**config.mk**
```make
export PLATFORM = sky130hd
export DESIGN_NAME = seven_seg_scanner
export DESIGN_NICKNAME = d
export VERILOG_FILES = /design/src/rtl/seven_seg_scanner.sv
export SDC_FILE = /design/constraint.sdc
export NUM_CORES = 1
export LEC_CHECK = 0
export CAP_MARGIN = 20
export CORE_UTILIZATION = 50
export DETAILED_ROUTE_END_ITERATION = 8
export PLACE_DENSITY = 0.75
export RECOVER_POWER = 50
export SYNTH_ARGS = -nofsm -noshare
export SYNTH_HDL_FRONTEND = slang
export SYNTH_SLANG_ARGS = --single-unit
export TNS_END_PERCENT = 10
```
**constraint.sdc**
```tcl
create_clock -name clk -period 1.9 [get_ports clk]
set_input_delay 0.57 -clock clk [delete_from_list [all_inputs] [get_ports clk]]
set_output_delay 0.57 -clock clk [all_outputs]
set_load 0.02 [all_outputs]
```
**src/rtl/seven_seg_scanner.sv**
```systemverilog
// seven_seg_scanner: time-multiplexed driver for a 4-digit common-anode 7-segment display.
// Ports: clk, rst_n (async active-low), bcd[15:0] + load strobe into a shadow register, blank level;
//        outputs an[3:0], seg[6:0] {g..a}, dp (all active-low), frame_start pulse on scan wrap to digit 0.
// Optional feature: define LEADING_ZERO_BLANK_EN to suppress leading-zero digits 3..1.
module seven_seg_scanner #(
    parameter int unsigned REFRESH_DIV = 100000
) (
    input  logic        clk,
    input  logic        rst_n,
    input  logic [15:0] bcd,
    input  logic        load,
    input  logic        blank,
    output logic [3:0]  an,
    output logic [6:0]  seg,
    output logic        dp,
    output logic        frame_start
);

    localparam int unsigned PW = (REFRESH_DIV > 2) ? $clog2(REFRESH_DIV) : 1;
    localparam logic [PW-1:0] PRESC_LAST = PW'(REFRESH_DIV - 1);

    logic [PW-1:0] presc;
    logic [1:0]    idx;
    logic [15:0]   shadow;
    logic [15:0]   display;
    logic          pending;

    logic          tc;
    logic          wrap;
    logic [3:0]    nibble;
    logic [6:0]    seg_next;
    logic [3:0]    an_next;
    logic          suppress;

    assign tc   = (presc == PRESC_LAST);
    assign wrap = tc && (idx == 2'd3);

    // Decimal point is never used by this display.
    assign dp = 1'b1;

    // Prescaler and digit index.
    always_ff @(posedge clk or negedge rst_n) begin
        if (!rst_n) begin
            presc <= '0;
            idx   <= 2'd0;
        end else if (tc) begin
            presc <= '0;
            idx   <= idx + 2'd1;
        end else begin
            presc <= presc + 1'b1;
        end
    end

    // Double buffer: shadow collects loads, display only changes at a frame
    // boundary so a frame never mixes old and new digits. A load landing on
    // the wrap edge bypasses the shadow and goes straight to the display.
    always_ff @(posedge clk or negedge rst_n) begin
        if (!rst_n) begin
            shadow  <= 16'h0000;
            display <= 16'h0000;
            pending <= 1'b0;
        end else begin
            if (load) begin
                shadow <= bcd;
            end
            if (wrap) begin
                if (load) begin
                    display <= bcd;
                end else if (pending) begin
                    display <= shadow;
                end
                pending <= 1'b0;
            end else if (load) begin
                pending <= 1'b1;
            end
        end
    end

    always_comb begin
        nibble = 4'h0;
        case (idx)
            2'd0: nibble = display[3:0];
            2'd1: nibble = display[7:4];
            2'd2: nibble = display[11:8];
            2'd3: nibble = display[15:12];
            default: nibble = 4'h0;
        endcase
    end

    always_comb begin
        seg_next = 7'b0111111;
        case (nibble)
            4'd0: seg_next = 7'b1000000;
            4'd1: seg_next = 7'b1111001;
            4'd2: seg_next = 7'b0100100;
            4'd3: seg_next = 7'b0110000;
            4'd4: seg_next = 7'b0011001;
            4'd5: seg_next = 7'b0010010;
            4'd6: seg_next = 7'b0000010;
            4'd7: seg_next = 7'b1111000;
            4'd8: seg_next = 7'b0000000;
            4'd9: seg_next = 7'b0010000;
            default: seg_next = 7'b0111111; // invalid BCD shows "-"
        endcase
    end

`ifdef LEADING_ZERO_BLANK_EN
    // A digit is a leading zero when it and every more significant nibble are 0.
    always_comb begin
        suppress = 1'b0;
        case (idx)
            2'd3: suppress = (display[15:12] == 4'h0);
            2'd2: suppress = (display[15:8]  == 8'h00);
            2'd1: suppress = (display[15:4]  == 12'h000);
            default: suppress = 1'b0;
        endcase
    end
`else
    assign suppress = 1'b0;
`endif

    always_comb begin
        an_next = ~(4'b0001 << idx);
        if (blank || suppress) begin
            an_next = 4'b1111;
        end
    end

    // Registered outputs: one cycle behind index/display.
    always_ff @(posedge clk or negedge rst_n) begin
        if (!rst_n) begin
            an          <= 4'b1111;
            seg         <= 7'b1111111;
            frame_start <= 1'b0;
        end else begin
            an          <= an_next;
            seg         <= seg_next;
            frame_start <= wrap;
        end
    end

endmodule

```
==> results summary <==
The run finished, with violations left. The checks that failed: negative setup slack. TritonCTS built the clock tree.

The clock sink count is 64. The synthesized net count came out at 240. The number of diodes came out at 0.

The worst stage delay on the critical path came out at 470 ps. The total number of placement rows came out at 26. The number of flops mapped to enable cells by yosys is 0. The sequential fraction of the synthesis area is 58.2%. The number of instances in the synthesized netlist came out at 211.

The final setup slack of the worst path came out at -11.5 ps. In this run the critical register-to-register path is captured at seg[2]. The shortest period the worst path allows is 1910 ps. The worst path uses 101% of the clock period. The share of post-route cells with drive strength above 1 is 40.1%. The half-perimeter wire length after detailed placement is 3540 µm.

The number of antenna violations at the first check in global routing came out at 0. The number of violations of the max-capacitance limit is 0. The tightest min-delay check is of the in -> async type. In the synthesized netlist the async set-or-reset flop fraction comes to 100%. The average via count per standard cell is 5.08.

Entering global routing, the biggest net connects 25 pins. The I/O pin count is 33. The number of clock buffers added by TritonCTS is 9. The setup check on the worst reg-to-reg path leaves a slack of -10 ps. The final design area excluding fillers is 3630 µm². The most common cell in the netlist is dfrtp_1. The floorplan step set the die width to 76.5 µm.

Routability-driven placement finished with a final weighted congestion of 0.843. The required time of the critical path came out at 2170 ps. Data on the critical path arrives at its endpoint at 2180 ps. The sum of negative setup slack came out at -11.5 ps.

The net count reported at finish came out at 303. The floorplan step defined a core boundary enclosing 5240 µm². The count of cells along the worst register-to-register path is 9. The largest total area in the synthesized netlist belongs to dfrtp_1.

The area added between synthesis and finish came out at 30.8%. Setup repair after global routing could not meet its margin everywhere. In this run the number of H-tree levels came out at 3. The root cell of the clock tree is clkbuf_8. For this run, the number of Yosys warnings is 0. Counting along the longest clock path gives a buffer depth of 2. The worst hold-check slack is 455 ps.

The number of synthesized register bits came out at 64. The first global-routing pass estimated 8650 µm of wire. After clock tree synthesis, the clock-pin slew on the worst setup and hold paths is 70 ps. The number of slew-limit violations in the final report came out at 0. Among the stages of the critical path, the cell type that occurs most often is ha_4. The fmax came out at 523 MHz. In this run the power density over the cells is 708 nW/µm². The worst vdd rail ir drop came out at 0.000546 V. The cell type of the slowest stage on the worst timing path is a222oi_1. In this run the static leakage power is 1.63 nW. The signal on the critical path passes through inv_4, ha_4, a222oi_1, mux2i_2, inv_2, buf_4, ha_4, nand2_1, o21ai_1. The final-report hold violation count is 0. The violation count after the first detailed-route iteration is 85. The most frequently used flop master after synthesis is dfrtp_1.

The clock latency on the worst-skew pair is 340 ps. The via count of the first global-routing pass is 1865. Setup violations remaining at the end of the flow were counted as 1. The commonest cells after synthesis are dfrtp_1, mux2_2, dfstp_2. The number of distinct library cell variants in the gate-level netlist after synthesis is 39.

Dividing the detail-routed wire length by the instance count gives 14.6 µm. The total wire length came out at 5080 µm. The worst-margin pin slew came out at 1190 ps. The type of element launching the critical path is a flop.

The count of filler cells inserted in the layout is 375. The headroom to the max-slew limit is 20.4%. The worst setup path is captured at a flop. The area enclosed by the die boundary came out at 5850 µm².

In this run the remaining antenna-violating nets after routing total 0. For this run, design rule violations remaining after detail routing come to 0. The die outline height came out at 76.5 µm.

The number of detailed-routing iterations run before antenna repair came out at 4. The total via count in the routed design came out at 1774. Summed over all layers, the global routing overflow is 0. The netlist area before placement is 2780 µm². The worst register-to-register path begins at idx[0]. The total placed instance area came out at 3350 µm². After synthesis, the largest area contributor takes up 47.8% of total cell area. The mean area per synthesized cell is 13.2 µm². In the post-synthesis netlist, the biggest area contributors are dfrtp_1, mux2_2, dfstp_2. The critical path is of the reg -> reg type. The overall track demand over capacity in global routing is 19.4%.

The number of buffers added on ports came out at 31. The worst-case clock skew is 8.18 ps. Along the worst path, the maximum fanout reaches 5.

The initial utilization of the core area, before any placement, comes to 53.0%.
-- timing repair --
action | in CTS | in global routing
buffers inserted | 2 | 2
endpoints found under the setup margin | 34 | 23
hold buffers | 0 | 0
pin swaps | 4 | 7
resized for setup | 23 | 14
gates cloned | 0 | 0
-- metal layers --
| layer | global-route usage, % | part of all wire, % | up-vias |
|---|---|---|---|
| met5 | 0 | 0 | - |
| met4 | 11.0 | 2.8 | 0 |
| met3 | 3.59 | 2.3 | 11 |
| met2 | 32.3 | 49 | 28 |
| met1 | 23.7 | 45 | 864 |
| li1 | - | - | 871 |
-- layout make-up --
class / instances / area [µm²] / share of cell area (%)
multi-input combinational: 131 / 1190 / 32.8
tap: 70 / 87.6 / 2.41
sequential: 64 / 1620 / 44.6
clock inverter: 6 / 35.0 / 0.965
inverter: 9 / 38.8 / 1.07
clock buffer: 10 / 138 / 3.79
timing repair buffer: 59 / 523 / 14.4
-- registers in the layout (all words and copies together), names as in the netlist --
register / cells
an: 4
display: 16
frame_start: 1
idx: 2
pending: 1
presc: 17
seg: 7
shadow: 16
-- where the power goes --
group          internal [W]  switching [W]
sequential          0.00140     0.00000841
clock              0.000499       0.000534
combinational     0.0000721      0.0000603
total               0.00197       0.000603
-- how the worst max path moves through the flow --
stage | from | endpoint | slack, ps
3_5_place_dp | load | display[7] | -300
4_1_cts | idx[1] | seg[3] | -20
5_1_grt | idx[0] | seg[3] | -100
6_report | idx[0] | seg[2] | -10
2_1_floorplan | load | display[10] | -20
3_3_place_gp | load | display[8] | -260
-- layout by cell type, fill, tap and decap left out, types with 2 or more instances in the layout --
cell type,synthesis,final
nor3_1,3,2
ha_1,9,3
clkinvlp_4,0,2
a21oi_1,4,4
buf_4,1,25
dfrtp_1,53,51
dlygate4sd2_1,0,11
inv_4,0,2
mux2i_1,4,2
inv_2,0,2
nand2_1,9,9
mux2_2,33,33
nand2b_4,0,2
a222oi_1,4,4
nand4_1,6,6
nor2_1,10,9
inv_1,9,5
buf_12,0,2
dfrtp_2,0,2
clkdlybuf4s50_1,0,19
clkbuf_8,0,10
nand2b_1,6,4
ha_4,0,4
ha_2,0,2
nand3_1,5,5
dfstp_2,11,11
clkinv_2,0,4
xor2_1,7,7
o21ai_0,4,2
xnor2_1,7,7
and4_1,3,2
-- worst max-delay path: cells and delay by family, from the launching register on --
family | cells | cell delay, ps
and+or+nand+nor | 1 | 50
buffers and inverters | 3 | 310
muxes | 1 | 180
AOI/OAI and AO/OA | 2 | 580
DFF | 1 | 430
adders and majority gates | 2 | 300
-- cell families (layout without fill, tap and decap cells) --
kind of cell	Yosys count	after routing	share of synthesized area, %
DFF	64	64	58.2
and+or+nand+nor	52	52	10.8
muxes	38	38	15.2
AOI/OAI and AO/OA	17	17	4.24
buffers and inverters	16	84	2.89
xor gates and xnor gates	14	14	4.42
adders and majority gates	9	9	4.06
other	1	1	0.135
-- stage by stage --
| stage | utilization (%) | instances | total power, W | setup WS [ps] |
|---|---|---|---|---|
| global placement | 64.0 | 329 | 0.00157 | -256 |
| floorplan | - | 211 | 0.00148 | -22.8 |
| detailed placement | 64.0 | 329 | 0.00157 | -301 |
| CTS | 68.3 | 347 | 0.00260 | -21.7 |
| finish | 69.3 | 349 | 0.00257 | -11.5 |
| global route | 69.3 | 349 | 0.00268 | -95.9 |
(Power assumes the default switching activity.)
